--- config.mk ---
export PLATFORM = sky130hd
export DESIGN_NAME = imem_loader_flat
export DESIGN_NICKNAME = d
export VERILOG_FILES = /design/src/rtl/imem_loader_if.sv /design/src/rtl/imem_loader.sv /design/src/flat_wrapper.sv
export SDC_FILE = /design/constraint.sdc
export NUM_CORES = 1
export LEC_CHECK = 0
export CAP_MARGIN = 40
export CORE_MARGIN = 8
export CORE_UTILIZATION = 46
export CTS_CLUSTER_DIAMETER = 200
export DETAILED_ROUTE_END_ITERATION = 12
export DONT_BUFFER_PORTS = 1
export SETUP_SLACK_MARGIN = 0.05
export SLEW_MARGIN = 20
export SYNTH_ARGS = -nofsm -noshare
export SYNTH_HDL_FRONTEND = slang
export SYNTH_SLANG_ARGS = --single-unit
--- constraint.sdc ---
create_clock -name clk -period 2.4 [get_ports clk]
set_input_delay 0.24 -clock clk [delete_from_list [all_inputs] [get_ports clk]]
set_output_delay 0.24 -clock clk [all_outputs]
set_load 0.05 [all_outputs]
--- src/rtl/imem_loader_if.sv ---
// Byte-stream input and instruction-memory write port of the program loader.
//   byte_valid/byte_data/byte_ready : producer -> loader byte handshake
//   mem_we/mem_addr/mem_wdata       : loader -> instruction memory write port
// master = byte producer / memory side, slave = the loader.
interface imem_loader_if;
  logic        byte_valid;
  logic [7:0]  byte_data;
  logic        byte_ready;
  logic        mem_we;
  logic [31:0] mem_addr;
  logic [31:0] mem_wdata;

  modport master (
    output byte_valid, byte_data,
    input  byte_ready, mem_we, mem_addr, mem_wdata
  );

  modport slave (
    input  byte_valid, byte_data,
    output byte_ready, mem_we, mem_addr, mem_wdata
  );
endinterface

--- src/rtl/imem_loader.sv ---
// Run-time program loader for the instruction memory.
// Assembles 4 streamed bytes into one 32-bit instruction word and writes the
// words to consecutive word addresses from word 0, holding the CPU meanwhile.
//   clk, rst_n  : clock, asynchronous active-low reset
//   start       : request a load of word_count words (sampled in IDLE)
//   abort       : cancel the load in progress
//   word_count  : number of words, 0 .. 2^ADDR_WIDTH valid
//   bus         : byte handshake in, memory write port out
//   cpu_hold    : CPU stalled while loading/writing
//   busy        : loader not idle
//   done        : one-cycle pulse after the final write
//   err         : sticky, set by a start with an oversized word_count
module imem_loader #(
  parameter int unsigned ADDR_WIDTH = 10,
  parameter bit          BIG_ENDIAN = 1'b1
) (
  input  logic                  clk,
  input  logic                  rst_n,
  input  logic                  start,
  input  logic                  abort,
  input  logic [ADDR_WIDTH:0]   word_count,
  imem_loader_if.slave          bus,
  output logic                  cpu_hold,
  output logic                  busy,
  output logic                  done,
  output logic                  err
);

  localparam int unsigned CW = ADDR_WIDTH + 1;
  localparam logic [ADDR_WIDTH:0] DEPTH = {1'b1, {ADDR_WIDTH{1'b0}}};

  typedef enum logic [1:0] {IDLE, LOAD, WRITE, DONE} state_t;

  state_t              state;
  logic [1:0]          byte_idx;
  logic [ADDR_WIDTH:0] word_idx;
  logic [ADDR_WIDTH:0] count;
  logic [ADDR_WIDTH:0] word_idx_nxt;
  logic [31:0]         asm_word;
  logic [31:0]         merged;
  logic [1:0]          lane;

  // Assembly register with the incoming byte dropped into its lane.
  always_comb begin
    lane   = BIG_ENDIAN ? (2'd3 - byte_idx) : byte_idx;
    merged = asm_word;
    merged[{lane, 3'b000} +: 8] = bus.byte_data;
  end

  assign word_idx_nxt = word_idx + CW'(1);

  // Control FSM; every output is registered from the state being entered.
  always_ff @(posedge clk or negedge rst_n) begin
    if (!rst_n) begin
      state          <= IDLE;
      byte_idx       <= 2'd0;
      word_idx       <= '0;
      count          <= '0;
      asm_word       <= 32'd0;
      bus.byte_ready <= 1'b0;
      bus.mem_we     <= 1'b0;
      bus.mem_addr   <= 32'd0;
      bus.mem_wdata  <= 32'd0;
      cpu_hold       <= 1'b0;
      busy           <= 1'b0;
      done           <= 1'b0;
      err            <= 1'b0;
    end else begin
      bus.mem_we <= 1'b0;
      done       <= 1'b0;
      unique case (state)
        IDLE: begin
          if (start) begin
            if (word_count == '0) begin
              state <= DONE;
              busy  <= 1'b1;
              done  <= 1'b1;
            end else if (word_count <= DEPTH) begin
              state          <= LOAD;
              count          <= word_count;
              byte_idx       <= 2'd0;
              word_idx       <= '0;
              err            <= 1'b0;
              bus.byte_ready <= 1'b1;
              cpu_hold       <= 1'b1;
              busy           <= 1'b1;
            end else begin
              err <= 1'b1;
            end
          end
        end

        LOAD: begin
          // Abort wins over a byte presented in the same cycle.
          if (abort) begin
            state          <= IDLE;
            byte_idx       <= 2'd0;
            bus.byte_ready <= 1'b0;
            cpu_hold       <= 1'b0;
            busy           <= 1'b0;
          end else if (bus.byte_valid) begin
            asm_word <= merged;
            byte_idx <= byte_idx + 2'd1;
            if (byte_idx == 2'd3) begin
              state          <= WRITE;
              bus.byte_ready <= 1'b0;
              bus.mem_we     <= 1'b1;
              bus.mem_addr   <= 32'(word_idx) << 2;
              bus.mem_wdata  <= merged;
            end
          end
        end

        WRITE: begin
          word_idx <= word_idx_nxt;
          if (abort) begin
            state    <= IDLE;
            cpu_hold <= 1'b0;
            busy     <= 1'b0;
          end else if (word_idx_nxt == count) begin
            state    <= DONE;
            cpu_hold <= 1'b0;
            done     <= 1'b1;
          end else begin
            state          <= LOAD;
            bus.byte_ready <= 1'b1;
          end
        end

        DONE: begin
          state <= IDLE;
          busy  <= 1'b0;
        end

        default: state <= IDLE;
      endcase
    end
  end

endmodule

--- src/flat_wrapper.sv ---
// flat-port wrapper written by rule: the top's interface ports become plain ports
module imem_loader_flat 
#(
  parameter int unsigned ADDR_WIDTH = 10,
  parameter bit          BIG_ENDIAN = 1'b1
)
  (clk, rst_n, start, abort, word_count, cpu_hold, busy, done, err, bus_byte_valid, bus_byte_data, bus_byte_ready, bus_mem_we, bus_mem_addr, bus_mem_wdata);
  imem_loader_if bus_i ();
  input  logic clk;
  input  logic rst_n;
  input  logic start;
  input  logic abort;
  input  logic [ADDR_WIDTH:0] word_count;
  output logic cpu_hold;
  output logic busy;
  output logic done;
  output logic err;
  input wire logic [$bits(bus_i.byte_valid)-1:0] bus_byte_valid;
  input wire logic [$bits(bus_i.byte_data)-1:0] bus_byte_data;
  output wire logic [$bits(bus_i.byte_ready)-1:0] bus_byte_ready;
  output wire logic [$bits(bus_i.mem_we)-1:0] bus_mem_we;
  output wire logic [$bits(bus_i.mem_addr)-1:0] bus_mem_addr;
  output wire logic [$bits(bus_i.mem_wdata)-1:0] bus_mem_wdata;
  assign bus_i.byte_valid = bus_byte_valid;
  assign bus_i.byte_data = bus_byte_data;
  assign bus_byte_ready = bus_i.byte_ready;
  assign bus_mem_we = bus_i.mem_we;
  assign bus_mem_addr = bus_i.mem_addr;
  assign bus_mem_wdata = bus_i.mem_wdata;
  imem_loader #(.ADDR_WIDTH(ADDR_WIDTH), .BIG_ENDIAN(BIG_ENDIAN)) u_core (.clk(clk), .rst_n(rst_n), .start(start), .abort(abort), .word_count(word_count), .bus(bus_i), .cpu_hold(cpu_hold), .busy(busy), .done(done), .err(err));
endmodule
==> results.py, run 1 <==
metrics = {
    "clock_tree": {
        "clock-root-buffer": "clkbuf_16",
        "clkSlewWorstSetupHoldPaths_ns": 0.07,
        "tritoncts": "done",
        "cts_buffers": 9,
        "clk_latency_ns": 0.35,
        "clock_sinks": 107,
        "ctsHtreeMaxLevel": 3,
        "cts_setup_buffers": 0,
        "clockBufferDepth": 2,
    },
    "timing": {
        "setup_repair_after_global_routing_missed_its_margin": "yes",
        "setup_ws_ns": 0.1864,
        "slew_viol_final": 0,
        "finalCriticalPeriod_ns": 2.214,
        "slew_headroom_pct": 62.81,
        "max_freq_mhz": 451.8,
        "setup_viol": 0,
        "totalNegativeSetupSlack_ns": 0,
        "final_hold_viols": 107,
        "final.period_utilization_pct": 92.23,
        "hold-worst-slack_ns": -0.4230,
        "finalClockSkew_ns": 0.006864,
        "transition_time_at_the_pin_with_the_least_slew_margin_ns": 0.5579,
    },
    "worst_setup_path": {
        "cp-start-kind": "flip-flop",
        "worst-path-stages": 7,
        "cpPeakStageDelay_ns": 0.45,
        "worstPathCellList": "ha_1 -> nand2_1 -> or3_1 -> o21ai_0 -> a2111o_1 -> nor3_1 -> o32a_2",
        "crit_slowest_cell": "or3_1",
        "number_of_cells_on_the_worst_reg_to_reg_path": 7,
        "timing.critical_path.to_type": "flip-flop",
        "worst-path-buf-inv": 0,
        "crit_type": "reg -> reg",
        "cp_max_fo": 6,
        "worstPathRequired_ns": 2.64,
        "cp_data_arrival_time_ns": 2.45,
        "cell_family_with_most_cp_delay": "compound AO/OA/AOI/OAI gates",
    },
    "cells_and_area": {
        "drive_above_1_share_pct": 12.45,
        "postLayoutCoreUtil_pct": 50.55,
        "antenna-diode-count": 0,
        "final_nets": 552,
        "synth_to_layout_area_growth_pct": 7.776,
    },
    "floorplan": {
        "die_area_um2": 15240,
        "fp.dieH_um": 123.4,
        "ioPinCount": 94,
        "rows": 39,
        "die_x_um": 123.4,
        "fp.coreArea_um2": 11320,
        "floorplan.initialDensity_pct": 46.91,
    },
    "logic_synthesis": {
        "netlist.top_cell.by_area": "dfrtp_1",
        "number_of_enable_flip_flop_cells_after_synthesis": 0,
        "synth_compound_gate_area_share_pct": 18.83,
        "synthMostInstantiatedCell": "dfrtp_1",
        "yosys.area_share.adder_pct": 2.356,
        "synth_area_per_cell_um2": 10.15,
        "post-synth-top-area-fraction_pct": 50.42,
        "main_combinational_cell_family_by_area_after_synthesis": "compound AO/OA/AOI/OAI gates",
        "synth-simple-area-share_pct": 15.06,
        "synth.cell_area_um2": 5310,
        "top_area_cells_in_the_synthesized_netlist": "dfrtp_1 50%, a22o_1 5.3%, o21ai_0 4.8%",
        "yosys_warnings": 0,
        "synth.area.mux_share_pct": 4.807,
        "ys_ff_latch": 107,
        "async_flop_share_pct": 100.0,
        "synth.cells.most_frequent": "107 x dfrtp_1, 58 x nand2_1, 51 x o21ai_0",
        "synthFlopType": "dfrtp_1",
        "seq_area_frac_synth_pct": 50.42,
        "synthCells": 523,
        "synth-xor-area-share_pct": 2.144,
        "yosys.cell_types.count": 61,
    },
    "power": {
        "static-leakage-power_nw": 2.593,
        "cellPowerDensity_nw_per_um2": 940.9,
        "peakVddDrop_v": 0.0006175,
    },
    "run_status": {
        "violated_checks": "negative hold slack",
        "run_status": "complete, but fails checks",
    },
    "grt": {
        "globalRouteOverflowTotal": 0,
        "number_of_global_route_vias_before_repair": 3635,
        "overall_routing_resource_usage_pct": 15.94,
        "maximum_number_of_pins_on_one_net_before_global_route_repair": 108,
        "grt_antenna_before_repair": 0,
        "first_pass_grt_wire_length_um": 19060,
    },
    "placed_design": {
        "pre_cts_slack_ns": 0.1461,
        "port_buffers": 0,
        "final_hpwl_from_detailed_placement_um": 8141,
        "routabilityCongestion": 0.8751,
    },
    "detailed_routing": {
        "overall_via_count_from_detail_route": 3659,
        "via_per_inst": 5.502,
        "first_iter_violations": 245,
        "routed_wl_um": 11430,
        "ant_nets": 0,
        "wl_per_cell_um": 17.19,
        "remaining_drc_errors": 0,
        "detailedRoute.firstPassIterationCount": 4,
    },
    "min_path": {
        "min_path_type": "in -> async",
    },
    "job": {
        "timing.max_cap.violations": 0,
    },
}
[worst reg2reg max path, cell delays in order, from the launching register on]
cell      delay (ns)
dfrtp_2         0.42
ha_1            0.23
nand2_1         0.13
or3_1           0.45
o21ai_0         0.22
a2111o_1        0.20
nor3_1          0.08
o32a_2          0.38
[report_power, final]
group | total (mW) | switching [mW] | internal (mW)
Combinational | 1.47 | 0.812 | 0.662
Clock | 1.51 | 0.653 | 0.858
Sequential | 2.40 | 0.350 | 2.05
Total | 5.38 | 1.81 | 3.57
[registers in the layout, indices dropped and copies added, names as in the netlist]
register and count:
u_core.asm_word 32, u_core.bus.mem_wdata 32, u_core.bus.mem_addr 11, u_core.count 11, u_core.word_idx 11, u_core.byte_idx 2
u_core.state 2, u_core.bus.byte_ready 1, u_core.bus.mem_we 1, u_core.busy 1, u_core.cpu_hold 1, u_core.done 1
u_core.err 1
[what timing repair did]
item / CTS / global route
gates resized for setup: 0 / 2
endpoints found under the setup margin: 0 / 4
endpoints found under the hold margin: 107 / 107
[layout make-up]
class	count	area (um2)
clock buffers	11	252.7
clock inverters	4	50.05
inverters	9	33.78
repair buffers	18	147.6
well taps	143	178.9
fillers	1054	5598
multi-input cells	373	2381
flip-flops and latches	107	2679
[kinds of logic (layout without fill, tap and decap cells)]
logic type | count (synthesis) | in the layout
DFF | 107 | 107
and+or+nand+nor | 153 | 153
buffers and inverters | 63 | 42
muxes | 23 | 23
adders and majority gates | 10 | 10
AOI/OAI and AO/OA | 153 | 153
other | 1 | 21
xor gates and xnor gates | 13 | 13
[through the flow]
stage / instance area (um2) / power [mW] / instances
2_1_floorplan: 5385 / 3.551 / 543
3_3_place_gp: 5415 / 3.870 / 650
3_5_place_dp: 5415 / 3.904 / 650
4_1_cts: 5718 / 5.430 / 665
5_1_grt: 5723 / 5.726 / 665
6_report: 5723 / 5.385 / 665
[worst paths after layout]
kind,from,endpoint,slack [ns]
min in group clk,word_count[7],u_core.count[7],0.01
min,rst_n,u_core.bus.mem_wdata[12],-0.42
max,u_core.word_idx[0],u_core.state[1],0.19
min reg2reg,u_core.asm_word[27],u_core.asm_word[27],0.49
max reg2reg,u_core.word_idx[0],u_core.state[1],0.19
max in group asynchronous,rst_n,u_core.word_idx[0],2.65
[cell usage in the layout, fill, tap and decap left out, types with 5 or more instances in the layout]
cell type / count
nand2_1: 58
inv_1: 9
mux2_2: 20
nor2b_1: 38
a22o_1: 32
clkbuf_16: 9
dfrtp_1: 106
nor2_1: 16
buf_4: 17
o21ai_0: 51
conb_1: 21
xnor2_1: 10
a21oi_1: 38
o31ai_1: 5
ha_1: 10
[routing by layer]
layer	vias to the layer above	GRT usage, %	wire length, um
met5	-	0	0
met4	0	7.148	232
met3	18	4.703	823
met2	76	23.39	5071
met1	1762	21.38	5306
li1	1803	-	-
No activity file was read; power rests on OpenSTA's default activity.
==> run 2: changes to the inputs <==
--- a/config.mk
+++ b/config.mk
@@ -6,11 +6,14 @@
 export NUM_CORES = 1
 export LEC_CHECK = 0
 export CAP_MARGIN = 40
+export CELL_PAD_IN_SITES_DETAIL_PLACEMENT = 0
+export CELL_PAD_IN_SITES_GLOBAL_PLACEMENT = 1
 export CORE_MARGIN = 8
-export CORE_UTILIZATION = 46
+export CORE_UTILIZATION = 44
 export CTS_CLUSTER_DIAMETER = 200
 export DETAILED_ROUTE_END_ITERATION = 12
 export DONT_BUFFER_PORTS = 1
+export PLACE_DENSITY_LB_ADDON = 0.1
 export SETUP_SLACK_MARGIN = 0.05
 export SLEW_MARGIN = 20
 export SYNTH_ARGS = -nofsm -noshare
==> results.py, run 2 (synthesis gave the netlist of run 1 again) <==
metrics = {
    "power": {
        "cellPowerDensity_nw_per_um2": 934.4,
        "peakVddDrop_v": 0.0004703,
        "static-leakage-power_nw": 2.606,
    },
    "detailed_routing": {
        "first_iter_violations": 203,
        "ant_nets": 0,
        "remaining_drc_errors": 0,
        "detailedRoute.firstPassIterationCount": 4,
        "overall_via_count_from_detail_route": 3700,
        "routed_wl_um": 12160,
        "via_per_inst": 5.490,
        "wl_per_cell_um": 18.04,
    },
    "job": {
        "timing.max_cap.violations": 0,
    },
    "placed_design": {
        "port_buffers": 0,
        "routabilityCongestion": 0.8398,
        "final_hpwl_from_detailed_placement_um": 8794,
        "placed_area_um2": 5458,
    },
    "timing": {
        "transition_time_at_the_pin_with_the_least_slew_margin_ns": 0.5497,
        "setup_viol": 0,
        "hold-worst-slack_ns": -0.4178,
        "totalNegativeSetupSlack_ns": 0,
        "finalClockSkew_ns": 0.008202,
        "final.period_utilization_pct": 92.76,
        "slew_headroom_pct": 63.35,
        "max_freq_mhz": 449.2,
        "finalCriticalPeriod_ns": 2.226,
        "setup_repair_after_global_routing_missed_its_margin": "no",
        "slew_viol_final": 0,
        "final_hold_viols": 107,
    },
    "clock_tree": {
        "post_cts_resized": 0,
        "clock_sinks": 107,
        "clockBufferDepth": 2,
        "clk_latency_ns": 0.35,
        "cts_buffers": 9,
        "cts_setup_buffers": 0,
        "tritoncts": "done",
        "clock-root-buffer": "clkbuf_16",
        "ctsHtreeMaxLevel": 3,
        "clkSlewWorstSetupHoldPaths_ns": 0.07,
    },
    "worst_setup_path": {
        "worst-path-buf-inv": 0,
        "worstPathCellList": "nand3_2 -> nor2_1 -> xnor2_1 -> a2111o_1 -> o21ai_0 -> mux2i_1",
        "worstPathRequired_ns": 2.67,
        "launch_point_of_the_worst_reg_to_reg_path": "u_core.word_idx[2]",
        "cell_family_with_most_cp_delay": "compound AO/OA/AOI/OAI gates",
        "critical_path.reg2reg.endpoint": "u_core.cpu_hold",
        "cp_max_fo": 10,
        "crit_type": "reg -> reg",
        "r2r_setup_slack_ns": 0.17,
        "number_of_cells_on_the_worst_reg_to_reg_path": 6,
        "cpPeakStageDelay_ns": 0.50,
        "timing.critical_path.to_type": "flip-flop",
        "crit_slowest_cell": "dfrtp_1",
        "cp_data_arrival_time_ns": 2.49,
        "cp-start-kind": "flip-flop",
    },
    "grt": {
        "use_met2_pct": 25.59,
        "maximum_number_of_pins_on_one_net_before_global_route_repair": 108,
        "globalRouteOverflowTotal": 0,
        "grt_util_met3_pct": 4.304,
        "overall_routing_resource_usage_pct": 15.96,
        "number_of_global_route_vias_before_repair": 3722,
        "grt_antenna_before_repair": 0,
        "grtUsageMet1_pct": 19.95,
        "first_pass_grt_wire_length_um": 20290,
        "busiest_layer": "met2",
    },
    "cells_and_area": {
        "synth_to_layout_area_growth_pct": 7.917,
        "drive_above_1_share_pct": 12.33,
        "most-common-layout-cells": "107 x dfrtp_1, 58 x nand2_1, 51 x o21ai_0",
        "antenna-diode-count": 0,
        "layout.cell_area.non_filler_um2": 5731,
        "num-fill-cells": 1129,
        "layout_commonest_cell": "dfrtp_1",
        "final_nets": 557,
        "biggestRegsByFlops": "u_core.asm_word: 32 flops, u_core.bus.mem_wdata: 32 flops",
        "postLayoutCoreUtil_pct": 48.11,
    },
    "run_status": {
        "run_status": "complete, but fails checks",
        "violated_checks": "negative hold slack",
    },
    "floorplan": {
        "floorplan.initialDensity_pct": 44.58,
        "die_area_um2": 15840,
        "fp.dieH_um": 125.9,
        "ioPinCount": 94,
        "die_x_um": 125.9,
        "rows": 40,
        "fp.coreArea_um2": 11910,
    },
    "min_path": {
        "min_path_type": "in -> async",
    },
}
-- run 2: per-layer routing --
metal / part of all wire (%) / up-vias
met5: 0 / -
met4: 1.7 / 0
met3: 7.3 / 14
met2: 47 / 94
met1: 44 / 1783
li1: - / 1809
-- run 2: layout make-up --
class / instances / area, um2 / area share [%]
Inverter: 9 / 33.78 / 0.5895
Timing Repair Buffer: 23 / 185.2 / 3.231
Clock buffer: 14 / 264.0 / 4.607
Tap cell: 147 / 183.9 / 3.210
Sequential cell: 107 / 2678 / 46.72
Clock inverter: 1 / 8.758 / 0.1528
Multi-Input combinational cell: 373 / 2377 / 41.48
-- run 2: through the flow --
stage / power [mW] / std cells / hold slack [ns] / setup slack (ns)
after CTS: 5.421 / 674 / -0.4327 / 0.1933
after floorplan: 3.551 / 543 / -0.05559 / 0.1500
after global routing: 5.685 / 674 / -0.4350 / 0.05083
final: 5.355 / 674 / -0.4178 / 0.1738
after global placement: 3.980 / 659 / -0.05226 / 0.2664
after detailed placement: 4.012 / 659 / -0.05221 / 0.2023
-- run 2: report_power, final --
| part | total (mW) | leakage [nW] | internal (mW) | switching, mW |
|---|---|---|---|---|
| clock | 1.40 | 0.133 | 0.759 | 0.636 |
| combinational | 1.56 | 1.02 | 0.721 | 0.844 |
| sequential | 2.39 | 1.45 | 2.05 | 0.346 |
-- run 2: worst max-delay path by stage --
stage | from | endpoint | slack (ns) | cells after the start
global route | u_core.word_idx[2] | u_core.cpu_hold | 0.05 | 6
detailed placement | u_core.word_idx[2] | u_core.state[1] | 0.20 | 6
global placement | u_core.word_idx[0] | u_core.state[1] | 0.27 | 7
finish | u_core.word_idx[2] | u_core.cpu_hold | 0.17 | 6
floorplan | u_core.byte_idx[0] | u_core.asm_word[10] | 0.15 | 8
CTS | u_core.word_idx[2] | u_core.state[1] | 0.19 | 6
==> run 3: changes to the inputs <==
==> constraint.sdc (replaced) <==
create_clock -name clk -period 2.4 [get_ports clk]
set_input_delay 0.12 -clock clk [delete_from_list [all_inputs] [get_ports clk]]
set_output_delay 0.12 -clock clk [all_outputs]
set_load 0.05 [all_outputs]
==> results.py, run 3 (synthesis gave the netlist of run 1 again) <==
metrics = {
    "timing": {
        "setup_ws_ns": 0.2056,
        "transition_time_at_the_pin_with_the_least_slew_margin_ns": 0.8433,
        "finalClockSkew_ns": 0.006522,
        "final.period_utilization_pct": 91.43,
        "setup_viol": 0,
        "final_hold_viols": 107,
        "hold-worst-slack_ns": -0.5428,
        "slew_viol_final": 0,
        "slew_headroom_pct": 43.66,
        "finalCriticalPeriod_ns": 2.194,
        "totalNegativeSetupSlack_ns": 0,
        "setup_repair_after_global_routing_missed_its_margin": "no",
        "max_freq_mhz": 455.7,
    },
    "cells_and_area": {
        "layout_commonest_cell": "dfrtp_1",
        "synth_to_layout_area_growth_pct": 12.16,
        "register_area_um2": 2678,
        "antenna-diode-count": 0,
        "postLayoutCoreUtil_pct": 50.00,
        "fin_cells": 696,
        "layout.cell_area.non_filler_um2": 5956,
        "final_nets": 578,
        "num-fill-cells": 1112,
        "drive_above_1_share_pct": 11.84,
        "area_occupied_by_multi_input_gates_um2": 2377,
        "biggestRegsByFlops": "u_core.asm_word: 32 flops, u_core.bus.mem_wdata: 32 flops",
        "most-common-layout-cells": "107 x dfrtp_1, 58 x nand2_1, 51 x o21ai_0",
    },
    "worst_setup_path": {
        "timing.critical_path.to_type": "flip-flop",
        "setup.worst_path.end": "u_core.state[1]",
        "number_of_cells_on_the_worst_reg_to_reg_path": 7,
        "cp-start-kind": "flip-flop",
        "worstPathRequired_ns": 2.63,
        "critPathLaunch": "u_core.word_idx[1]",
        "crit_type": "reg -> reg",
        "cp_max_fo": 5,
        "critical_path.reg2reg.endpoint": "u_core.state[1]",
        "launch_point_of_the_worst_reg_to_reg_path": "u_core.word_idx[1]",
        "cp_data_arrival_time_ns": 2.43,
        "r2r_setup_slack_ns": 0.21,
    },
    "run_status": {
        "run_status": "complete, but fails checks",
        "violated_checks": "negative hold slack",
    },
    "detailed_routing": {
        "first_iter_violations": 213,
        "ant_nets": 0,
        "remaining_drc_errors": 0,
        "detailedRoute.firstPassIterationCount": 6,
        "wl_per_cell_um": 17.95,
        "via_per_inst": 5.382,
        "overall_via_count_from_detail_route": 3746,
        "routed_wl_um": 12490,
    },
    "clock_tree": {
        "clockBufferDepth": 2,
        "cts_setup_buffers": 0,
        "clock-root-buffer": "clkbuf_16",
        "ctsHtreeMaxLevel": 3,
        "clkSlewWorstSetupHoldPaths_ns": 0.07,
        "cts_buffers": 9,
        "clock_sinks": 107,
        "postCtsHoldBufs": 23,
        "clk_latency_ns": 0.35,
        "tritoncts": "done",
        "post_cts_resized": 0,
    },
    "floorplan": {
        "fp.coreArea_um2": 11910,
        "die_area_um2": 15840,
        "rows": 40,
        "ioPinCount": 94,
        "fp.dieH_um": 125.9,
        "floorplan.initialDensity_pct": 44.58,
        "die_x_um": 125.9,
    },
    "power": {
        "peakVddDrop_v": 0.0005824,
        "design_power_total_mw": 5.483,
        "cellPowerDensity_nw_per_um2": 920.7,
        "static-leakage-power_nw": 2.701,
    },
    "grt": {
        "overall_routing_resource_usage_pct": 16.38,
        "first_pass_grt_wire_length_um": 20670,
        "grt_antenna_before_repair": 0,
        "globalRouteOverflowTotal": 0,
        "number_of_global_route_vias_before_repair": 3704,
        "maximum_number_of_pins_on_one_net_before_global_route_repair": 108,
    },
    "placed_design": {
        "placed_area_um2": 5430,
        "pre_cts_slack_ns": 0.1928,
        "port_buffers": 0,
        "numPlacedInstances": 657,
        "final_hpwl_from_detailed_placement_um": 8682,
        "routabilityCongestion": 0.7774,
    },
    "job": {
        "timing.max_cap.violations": 0,
    },
    "min_path": {
        "min_path_type": "in -> async",
    },
}
==> run 3: how the worst min path moves through the flow <==
| stage | slack [ns] | start | endpoint |
|---|---|---|---|
| finish | -0.54 | rst_n | u_core.bus.mem_wdata[12] |
| global route | -0.56 | rst_n | u_core.bus.mem_wdata[12] |
| CTS | -0.56 | rst_n | u_core.bus.mem_wdata[12] |
| detailed placement | -0.17 | rst_n | u_core.bus.mem_wdata[12] |
| global placement | -0.17 | rst_n | u_core.bus.mem_wdata[12] |
| floorplan | -0.18 | rst_n | u_core.asm_word[0] |
==> run 3: per-layer routing <==
layer  global-route usage (%)  routed length [um]  vias up
met5                        0                   0        -
met4                    5.096                 157        0
met3                    5.021                 752       10
met2                    26.03                5906       83
met1                    21.00                5676     1800
li1                         -                   -     1853
==> run 3: layout make-up <==
class	instances	share of cell area, %
Timing Repair Buffer	44	6.513
Clock inverter	4	0.8193
Multi-Input combinational cell	373	39.92
Clock buffer	12	4.139
Sequential cell	107	44.96
Inverter	9	0.5672
Tap cell	147	3.088
==> run 3: where the power goes <==
| group | total, mW | switching [mW] | internal (mW) |
|---|---|---|---|
| combinational | 1.59 | 0.873 | 0.716 |
| sequential | 2.39 | 0.346 | 2.05 |
| clock | 1.50 | 0.661 | 0.840 |
==> run 3: worst max-delay path, stage by stage, from the launching register on <==
cell      delay (ns)
dfrtp_1         0.40
ha_1            0.24
nand2_1         0.12
or3_1           0.45
o21ai_0         0.20
a2111o_1        0.20
nor3_1          0.09
o32a_2          0.37
